$ cat config.mk
export PLATFORM = sky130hd
export DESIGN_NAME = pipe_stage_reg_flat
export DESIGN_NICKNAME = d
export VERILOG_FILES = /design/src/rtl/pipe_stage_reg_if.sv /design/src/rtl/pipe_stage_reg.sv /design/src/flat_wrapper.sv
export SDC_FILE = /design/constraint.sdc
export NUM_CORES = 1
export LEC_CHECK = 0
export BUFFER_PORTS_ARGS = -buffer_cell sky130_fd_sc_hd__buf_4
export CAP_MARGIN = 20
export CELL_PAD_IN_SITES_DETAIL_PLACEMENT = 1
export CELL_PAD_IN_SITES_GLOBAL_PLACEMENT = 2
export CORE_ASPECT_RATIO = 1.25
export CORE_UTILIZATION = 39
export CTS_BUF_LIST = sky130_fd_sc_hd__clkbuf_8
export CTS_CLUSTER_DIAMETER = 60
export CTS_CLUSTER_SIZE = 8
export DETAILED_ROUTE_END_ITERATION = 10
export GPL_ROUTABILITY_DRIVEN = 0
export HOLD_SLACK_MARGIN = 0.02
export PLACE_DENSITY_LB_ADDON = 0.1
export SKIP_LAST_GASP = 1
export SLEW_MARGIN = 25
export SYNTH_ARGS = -nofsm -noshare
export SYNTH_HDL_FRONTEND = slang
export SYNTH_SLANG_ARGS = --single-unit
export TNS_END_PERCENT = 20
$ cat constraint.sdc
create_clock -name clk -period 4.4 [get_ports clk]
set_input_delay 0.44 -clock clk [delete_from_list [all_inputs] [get_ports clk]]
set_output_delay 0.44 -clock clk [all_outputs]
set_load 0.02 [all_outputs]
$ cat src/rtl/pipe_stage_reg_if.sv
// ---------------------------------------------------------------------------
// pipe_stage_reg_if
//
// One valid/ready channel of the pipeline: an instruction is a control
// bundle plus a data bundle, transferred on a cycle where valid & ready.
//
// Signals:
//   valid  producer presents an instruction
//   ready  consumer can take it this cycle
//   ctrl   control bundle (CTRL_W bits)
//   data   data bundle    (DATA_W bits)
//
// Modports:
//   master  producer side (drives valid/ctrl/data, samples ready)
//   slave   consumer side (samples valid/ctrl/data, drives ready)
// ---------------------------------------------------------------------------
interface pipe_stage_reg_if #(
    parameter int CTRL_W = 4,
    parameter int DATA_W = 101
);
    logic              valid;
    logic              ready;
    logic [CTRL_W-1:0] ctrl;
    logic [DATA_W-1:0] data;

    modport master (
        output valid,
        output ctrl,
        output data,
        input  ready
    );

    modport slave (
        input  valid,
        input  ctrl,
        input  data,
        output ready
    );
endinterface

$ cat src/rtl/pipe_stage_reg.sv
// ---------------------------------------------------------------------------
// pipe_stage_reg
//
// Parametrised inter-stage pipeline register for the MIPS datapath. Holds up
// to two instructions (main + skid entry) behind a valid/ready handshake so
// a downstream stall never drops or duplicates an instruction, and in_ready
// never depends combinationally on out_ready.
//
// Ports:
//   clk          clock, rising edge
//   reset        asynchronous, active-low reset
//   flush        synchronous flush, empties the stage (beats accept/emit)
//   in_bus       upstream channel (slave):  in_valid/in_ready/in_ctrl/in_data
//   out_bus      downstream channel (master): out_valid/out_ready/out_ctrl/out_data
//   occupancy    number of held entries (0, 1, 2)
//   stat_clr     synchronous clear of stall_count (beats increment)
//   stall_count  saturating count of cycles with out_valid & !out_ready
// ---------------------------------------------------------------------------
module pipe_stage_reg #(
    parameter int CTRL_W      = 4,
    parameter int DATA_W      = 101,
    parameter int STALL_CNT_W = 16
) (
    input  logic                   clk,
    input  logic                   reset,
    input  logic                   flush,
    pipe_stage_reg_if.slave        in_bus,
    pipe_stage_reg_if.master       out_bus,
    output logic [1:0]             occupancy,
    input  logic                   stat_clr,
    output logic [STALL_CNT_W-1:0] stall_count
);

    // Encoding equals the number of held entries, so occupancy is the state.
    typedef enum logic [1:0] {
        EMPTY = 2'd0,
        ONE   = 2'd1,
        FULL  = 2'd2
    } state_t;

    state_t state_q, state_d;

    logic [CTRL_W-1:0]      main_ctrl_q, skid_ctrl_q;
    logic [DATA_W-1:0]      main_data_q, skid_data_q;
    logic [STALL_CNT_W-1:0] stall_cnt_q, stall_cnt_d;

    logic accept, emit;
    logic load_main_in, load_main_skid, load_skid;
    logic in_ready, out_valid;

    function automatic logic [STALL_CNT_W-1:0] sat_inc(
        input logic [STALL_CNT_W-1:0] v
    );
        return (&v) ? v : v + 1'b1;
    endfunction

    // Handshake decode: ready/valid come from state only.
    assign in_ready  = (state_q != FULL);
    assign out_valid = (state_q != EMPTY);
    assign accept    = in_bus.valid & in_ready;
    assign emit      = out_valid & out_bus.ready;

    assign in_bus.ready  = in_ready;
    assign out_bus.valid = out_valid;
    assign out_bus.data  = main_data_q;
    // Control bits of a bubble must be inert even though data is stale.
    assign out_bus.ctrl  = main_ctrl_q & {CTRL_W{out_valid}};
    assign occupancy     = state_q;
    assign stall_count   = stall_cnt_q;

    // Next-state and register load selection.
    always_comb begin
        state_d        = state_q;
        load_main_in   = 1'b0;
        load_main_skid = 1'b0;
        load_skid      = 1'b0;
        if (flush) begin
            state_d = EMPTY;
        end else begin
            unique case (state_q)
                EMPTY: begin
                    if (accept) begin
                        state_d      = ONE;
                        load_main_in = 1'b1;
                    end
                end
                ONE: begin
                    if (accept && !emit) begin
                        state_d   = FULL;
                        load_skid = 1'b1;
                    end else if (emit && !accept) begin
                        state_d = EMPTY;
                    end else if (accept && emit) begin
                        load_main_in = 1'b1;
                    end
                end
                FULL: begin
                    // in_ready is low here, so only an emit can happen.
                    if (emit) begin
                        state_d        = ONE;
                        load_main_skid = 1'b1;
                    end
                end
                default: state_d = EMPTY;
            endcase
        end
    end

    always_comb begin
        stall_cnt_d = stall_cnt_q;
        if (stat_clr) begin
            stall_cnt_d = '0;
        end else if (out_valid && !out_bus.ready) begin
            stall_cnt_d = sat_inc(stall_cnt_q);
        end
    end

    // State and statistics registers.
    always_ff @(posedge clk or negedge reset) begin
        if (!reset) begin
            state_q     <= EMPTY;
            stall_cnt_q <= '0;
        end else begin
            state_q     <= state_d;
            stall_cnt_q <= stall_cnt_d;
        end
    end

    // Control bundle registers: flush clears them so no stale control
    // can resurface; data registers are left alone on flush.
    always_ff @(posedge clk or negedge reset) begin
        if (!reset) begin
            main_ctrl_q <= '0;
            skid_ctrl_q <= '0;
        end else if (flush) begin
            main_ctrl_q <= '0;
            skid_ctrl_q <= '0;
        end else begin
            if (load_main_in) begin
                main_ctrl_q <= in_bus.ctrl;
            end else if (load_main_skid) begin
                main_ctrl_q <= skid_ctrl_q;
            end
            if (load_skid) begin
                skid_ctrl_q <= in_bus.ctrl;
            end
        end
    end

    // Data bundle registers: written only on the listed transitions.
    always_ff @(posedge clk or negedge reset) begin
        if (!reset) begin
            main_data_q <= '0;
            skid_data_q <= '0;
        end else begin
            if (load_main_in) begin
                main_data_q <= in_bus.data;
            end else if (load_main_skid) begin
                main_data_q <= skid_data_q;
            end
            if (load_skid) begin
                skid_data_q <= in_bus.data;
            end
        end
    end

endmodule
$ cat src/flat_wrapper.sv
// flat-port wrapper written by rule: the top's interface ports become plain ports
module pipe_stage_reg_flat 
#(
    parameter int CTRL_W      = 4,
    parameter int DATA_W      = 101,
    parameter int STALL_CNT_W = 16
)
  (clk, reset, flush, occupancy, stat_clr, stall_count, in_bus_valid, in_bus_ctrl, in_bus_data, in_bus_ready, out_bus_valid, out_bus_ctrl, out_bus_data, out_bus_ready);
  pipe_stage_reg_if #(.CTRL_W(CTRL_W), .DATA_W(DATA_W)) in_bus_i ();
  pipe_stage_reg_if #(.CTRL_W(CTRL_W), .DATA_W(DATA_W)) out_bus_i ();
  input  logic clk;
  input  logic reset;
  input  logic flush;
  output logic [1:0] occupancy;
  input  logic stat_clr;
  output logic [STALL_CNT_W-1:0] stall_count;
  input wire logic [$bits(in_bus_i.valid)-1:0] in_bus_valid;
  input wire logic [$bits(in_bus_i.ctrl)-1:0] in_bus_ctrl;
  input wire logic [$bits(in_bus_i.data)-1:0] in_bus_data;
  output wire logic [$bits(in_bus_i.ready)-1:0] in_bus_ready;
  output wire logic [$bits(out_bus_i.valid)-1:0] out_bus_valid;
  output wire logic [$bits(out_bus_i.ctrl)-1:0] out_bus_ctrl;
  output wire logic [$bits(out_bus_i.data)-1:0] out_bus_data;
  input wire logic [$bits(out_bus_i.ready)-1:0] out_bus_ready;
  assign in_bus_i.valid = in_bus_valid;
  assign in_bus_i.ctrl = in_bus_ctrl;
  assign in_bus_i.data = in_bus_data;
  assign in_bus_ready = in_bus_i.ready;
  assign out_bus_valid = out_bus_i.valid;
  assign out_bus_ctrl = out_bus_i.ctrl;
  assign out_bus_data = out_bus_i.data;
  assign out_bus_i.ready = out_bus_ready;
  pipe_stage_reg #(.CTRL_W(CTRL_W), .DATA_W(DATA_W), .STALL_CNT_W(STALL_CNT_W)) u_core (.clk(clk), .reset(reset), .flush(flush), .in_bus(in_bus_i), .out_bus(out_bus_i), .occupancy(occupancy), .stat_clr(stat_clr), .stall_count(stall_count));
endmodule
# Word-level counts from Yosys, hierarchy flattened
# Index checks and enable logic that the tools add are counted.
[totals]
reg_bits = 228
inputBits = 111
output_inout_bits = 125
wordCells = 61
[op_classes]
add_sub_neg = 1
n_eq_ne = 7
n_mux = 28
n_bitwise = 3
reduce_logical = 16
[ops]
columns = ["op", "count"]
rows = [
  ["101-bit two-way mux", 2],
  ["16-bit two-way mux", 3],
  ["4-bit two-way mux", 5],
  ["16-bit by 1-bit adder with 16-bit output, second input constant", 1],
  ["16-bit AND reduction", 1],
  ["1-bit two-way mux", 11],
  ["2-bit two-way mux", 5],
  ["2-bit nonzero test", 4],
  ["3-bit by 2-bit != test with 1-bit output, second input constant", 2],
  ["2-bit one-hot mux with 3 select lines", 1],
  ["4-bit AND", 1],
  ["1-bit logical AND", 4],
  ["2-bit != test, second input constant", 2],
  ["4-bit by 2-bit != test with 1-bit output, second input constant", 1],
  ["1-bit zero test", 3],
  ["3-bit AND reduction", 1],
  ["3-bit nonzero test", 1],
  ["1-bit AND", 2],
  ["2-bit by 1-bit equality test with 1-bit output, second input constant", 1],
  ["2-bit equality test, second input constant", 1],
  ["2-bit zero test", 1],
  ["1-bit one-hot mux with 2 select lines", 1],
  ["2-bit AND reduction", 1],
]

# Longest topological paths before layout
[logic_depth]
ltp_word = 10
ltp_mapped = 12
ltp_nobuf = 8

# Least setup slack after synthesis
# Ideal clock, no wire load.
[synth_timing]
path_type = "register to register"
startpoint = "register u_core.state_q[0], in the netlist u_core.occupancy[0]"
endpoint = "register u_core.main_data_q[80], in the netlist u_core.out_bus.data[80]"
setup_time_ns = 0.127
t_arrival_ns = 2.269
required_ns = 4.273
path_slack_ns = 2.005
path_stages_with_launch = 13
path_buffers = 5
synth_period_minus_slack_ns = 2.395
path_cell_list = "dfrtp_1 -> buf_4 -> nand2b_1 -> and2_1 -> ha_1 -> mux2i_1 -> or2_1 -> buf_4 -> a21oi_2 -> buf_4 -> buf_12 -> buf_8 -> mux2i_1"
[synth_via]
elab_chain_cells = 9
word_cells_on_any_way = 23
cone_classes = "eq/ne: 3; mux: 10; bitwise: 2; reduce/logical: 8"
[synth_lines]
columns = ["item", "line_no", "source"]
rows = [
  ["from (decl)", "pipe_stage_reg.sv:41", "state_t state_q, state_d;"],
  ["from (signal assigned)", "pipe_stage_reg.sv:124", "state_q <= state_d;"],
  ["2-bit != test *", "pipe_stage_reg.sv:58", "assign in_ready = (state_q != FULL);"],
  ["named net in_bus_ready", "flat_wrapper.sv:20", "output wire logic [$bits(in_bus_i.ready)-1:0] in_bus_ready;"],
  ["1-bit AND *", "pipe_stage_reg.sv:60", "assign accept = in_bus.valid & in_ready;"],
  ["1-bit logical AND / 1-bit zero test (equally long branches)", "pipe_stage_reg.sv:93, pipe_stage_reg.sv:91", ""],
  ["1-bit two-way mux / 1-bit logical AND (equally long branches)", "pipe_stage_reg.sv:93, pipe_stage_reg.sv:91", ""],
  ["1-bit two-way mux", "pipe_stage_reg.sv:91", "end else if (emit && !accept) begin"],
  ["1-bit two-way mux", "pipe_stage_reg.sv:88", "if (accept && !emit) begin"],
  ["1-bit one-hot mux with 2 select lines *", "pipe_stage_reg.sv:80", "unique case (state_q)"],
  ["1-bit two-way mux *", "pipe_stage_reg.sv:77", "if (flush) begin"],
  ["101-bit two-way mux / 2-bit nonzero test (equally long branches)", "n/a", ""],
  ["to (signal assigned)", "pipe_stage_reg.sv:157", "main_data_q <= in_bus.data;"],
  ["to (signal assigned)", "pipe_stage_reg.sv:159", "main_data_q <= skid_data_q;"],
  ["to (decl)", "pipe_stage_reg.sv:44", "logic [DATA_W-1:0] main_data_q, skid_data_q;"],
]
# The timed path passes the listed nets; every way through them passes the cells marked *.
# A chain may end at the register's enable or synchronous reset.

# Worst setup path in the final report
[layout_timing]
startpoint = "register u_core.state_q[1], in the netlist u_core.occupancy[1]"
endpoint = "register u_core.main_data_q[79], in the netlist u_core.out_bus.data[79]"
[layout_via]
elab_chain_cells = 9
word_cells_on_any_way = 23
cone_classes = "eq/ne: 3; mux: 10; bitwise: 2; reduce/logical: 8"
[layout_lines]
columns = ["item", "line_no"]
rows = [
  ["2-bit != test / 2-bit nonzero test (equally long branches)", "pipe_stage_reg.sv:58, pipe_stage_reg.sv:59"],
  ["1-bit AND, on equally long branches", "pipe_stage_reg.sv:60, pipe_stage_reg.sv:61"],
  ["1-bit logical AND / 1-bit zero test (equally long branches)", "pipe_stage_reg.sv:93, pipe_stage_reg.sv:91"],
  ["1-bit two-way mux / 1-bit logical AND (equally long branches)", "pipe_stage_reg.sv:93, pipe_stage_reg.sv:91"],
  ["1-bit two-way mux", "pipe_stage_reg.sv:91"],
  ["1-bit two-way mux", "pipe_stage_reg.sv:88"],
  ["1-bit one-hot mux with 2 select lines", "pipe_stage_reg.sv:80"],
  ["1-bit two-way mux", "pipe_stage_reg.sv:77"],
  ["101-bit two-way mux / 2-bit nonzero test (equally long branches)", "n/a"],
]
# Several ways; a longest one is shown, not always the timed one.

==> impl_metrics.ini <==
[sta]
fin_setup_tns_ns = 0
clock.fmax_ghz = 0.339
final-hold-violation-count = 0
drv_slew = 0
rsz0062_at_grt = no
skew_ns = 0.0235
max_slew_margin = 0.433
fin_crit_sh = 0.671
period_needed_ns = 2.95
tightest_slew_ns = 0.850
setup_viol = 0

[synth]
synth_cells = 802
yosysWarnings = 0
ys_ff_latch = 228
synth_cell_types = 38
syn_avg_cell_area_sq_um = 12.5
ys_seq_area_frac = 0.570
syn-cell-area_sq_um = 10000
syn_nets = 916

[pwr]
p_comb_frac = 0.339
seqPwrFrac = 0.448
p_leak_nw = 5.87
power_density_nw_per_um2 = 575
ir_drop_v = 0.000380
internal_power_mw = 4.73
switching_share = 0.343
clock_power_share = 0.213
p_switching_mw = 2.47

[finish]
finish.utilization = 0.497
final_cell_mix = buf_4 (243), dfrtp_1 (228), mux2i_1 (108)
nets = 1150
syn_to_final_growth_pct = 25.0
final_common_cell = buf_4
drive_above_1_share = 0.383
diodes = 0
design_area_sq_um = 12500

[die]
num_rows = 65
die_w_um = 145
io_pins = 236
core_sq_um = 25200
dieHeight_um = 181
initial_core_util = 0.397
fp.dieArea_sq_um = 26300

[clock_network]
cts_tree = yes
htree_levels = 2
insertion_delay_ns = 0.52
numCtsBuffers = 35
cts_buffer_depth = 3
cts_resized = 0
post_cts_buffers = 0
clkTransAtPathRegs_ns = 0.07
cts.sinks = 228
cts-root-buf = clkbuf_8

[worst_setup_path]
crit_slowest_cell = or2_4
startpoint_type = flop
cp_common_cell = mux2i_1
cp.required_ns = 4.83
crit_arrival_ns = 3.38
path_class = flop to flop
critPathMaxFanout = 44
critPathCaptureType = flop
cp_slowest_stage_delay_ns = 0.58
crit_buf_inv = 1
cpLargestDelayFamily = simple AND/OR/NAND/NOR gates
worstPathCellList = nor2_1, nor2b_1, ha_1, mux2i_1, or2_4, buf_4, o22ai_1, mux2i_1

[detailed_routing]
wl_mm = 25.5
vias = 7023
postRouteAntennaNets = 0
dr.pass1.iters = 4
remaining_drc_errors = 0
routedWlPerCell_um = 18.6
viasPerCell = 5.12
drt_iter0_drc = 157

[place]
dp_hpwl_mm = 16.4
placed_area_sq_um = 12000
io_buffers = 235

[global_route]
grt_max_degree = 99
grt_pass1_vias = 7860
antenna_found_initial = 0
grt_pass1_wl_mm = 42.1
gr-total-overflow = 0
grt.total_usage = 0.199

[hold_path]
hold_path_class = primary input to flop

[outcome]
outcome = completed

[run]
maxCapViolations = 0
==> worst paths after layout <==
kind | startpoint | to | slack (ns) | depth (start not counted)
hold / removal | in_bus_data[33] | u_core.skid_data_q[33] | 0.16 | 2
hold reg to reg | u_core.skid_data_q[92] | u_core.skid_data_q[92] | 0.51 | 1
setup / recovery | u_core.occupancy[1] | u_core.out_bus.data[79] | 1.45 | 8
max in group asynchronous | reset | u_core.out_bus.data[87] | 2.81 | 3
min in group asynchronous | reset | u_core.stall_count[3] | 0.52 | 2
setup reg to reg | u_core.occupancy[1] | u_core.out_bus.data[79] | 1.45 | 8
==> power groups by stage <==
stage / Clock, mW / Combinational (mW) / Sequential, mW
3_5_place_dp: 0 / 2.47 / 3.26
5_1_grt: 1.68 / 2.66 / 3.33
2_1_floorplan: 0 / 0.928 / 3.69
4_1_cts: 1.61 / 2.48 / 3.23
3_3_place_gp: 0 / 2.42 / 3.23
6_report: 1.53 / 2.44 / 3.22
==> Yosys cell counts <==
cell | number | area share
clkbuf_1 | 12 | 0.0045
nand2b_1 | 2 | 0.0012
nand3_1 | 3 | 0.0015
buf_12 | 5 | 0.010
and3b_1 | 1 | 0.00087
and4_1 | 2 | 0.0017
and2_1 | 1 | 0.00062
and3_1 | 2 | 0.0012
or4_1 | 5 | 0.0037
o21ba_2 | 2 | 0.0020
a21oi_1 | 14 | 0.0070
o41ai_1 | 1 | 0.00087
or2_1 | 1 | 0.00062
buf_2 | 14 | 0.0070
nand2_1 | 6 | 0.0022
nor2_1 | 15 | 0.0056
nor3_1 | 3 | 0.0015
a22o_1 | 4 | 0.0035
a21oi_2 | 1 | 0.00087
o31a_1 | 1 | 0.00087
dfrtp_1 | 228 | 0.57
buf_1 | 1 | 0.00037
nor2b_1 | 5 | 0.0031
o21ai_0 | 8 | 0.0040
buf_4 | 18 | 0.013
inv_1 | 105 | 0.039
mux2_2 | 105 | 0.12
xor2_1 | 1 | 0.00087
or3_1 | 9 | 0.0056
nand4_1 | 6 | 0.0037
nor3b_1 | 1 | 0.00075
nand3b_1 | 2 | 0.0015
mux2i_1 | 108 | 0.11
o22ai_1 | 101 | 0.063
ha_1 | 3 | 0.0037
buf_8 | 1 | 0.0015
o31ai_1 | 4 | 0.0030
o41ai_4 | 1 | 0.0027
==> metal layers <==
layer / track usage / wire (um)
met5: 0 / 0
met4: 0.0522 / 420
met3: 0.0641 / 1930
met2: 0.339 / 12500
met1: 0.243 / 10600
==> registers in the layout, indices dropped and copies added, names as in the netlist <==
register,flops
u_core.skid_data_q,101
u_core.out_bus.data,101
u_core.main_ctrl_q,4
u_core.skid_ctrl_q,4
u_core.stall_count,16
u_core.occupancy,2
==> through the flow <==
step	hold WS, ns	worst slack (ns)	instances	power [mW]
floorplan	0.144	2.00	802	4.62
global placement	0.485	1.53	1333	5.65
detailed placement	0.495	1.44	1333	5.73
CTS	0.130	1.40	1373	7.32
global route	0.142	1.20	1373	7.66
finish	0.161	1.45	1373	7.20
==> logic make-up after synthesis <==
group	Yosys count	share of synthesized area
multiplexers	213	0.226
adder cells (fa/ha/maj)	3	0.00375
AND/OR/NAND/NOR	64	0.0357
AO/OA/AOI/OAI	137	0.0879
flip-flops	228	0.570
buffers and inverters	156	0.0762
XOR/XNOR	1	0.000875
==> repair_timing <==
item                                   CTS  global route
setup endpoints to repair                0             0
endpoints found under the hold margin   95             0
hold buffers                             1             0
==> area by class of cell <==
| type | count | area (sq um) |
|---|---|---|
| flip-flops and latches | 228 | 5710 |
| multi-input cells | 418 | 3570 |
| inverters | 105 | 394 |
| clock inverters | 2 | 17.5 |
| repair buffers | 248 | 1910 |
| well taps | 335 | 419 |
| fillers | 2706 | 12700 |
| clock buffers | 37 | 509 |
(Power assumes the default switching activity.)
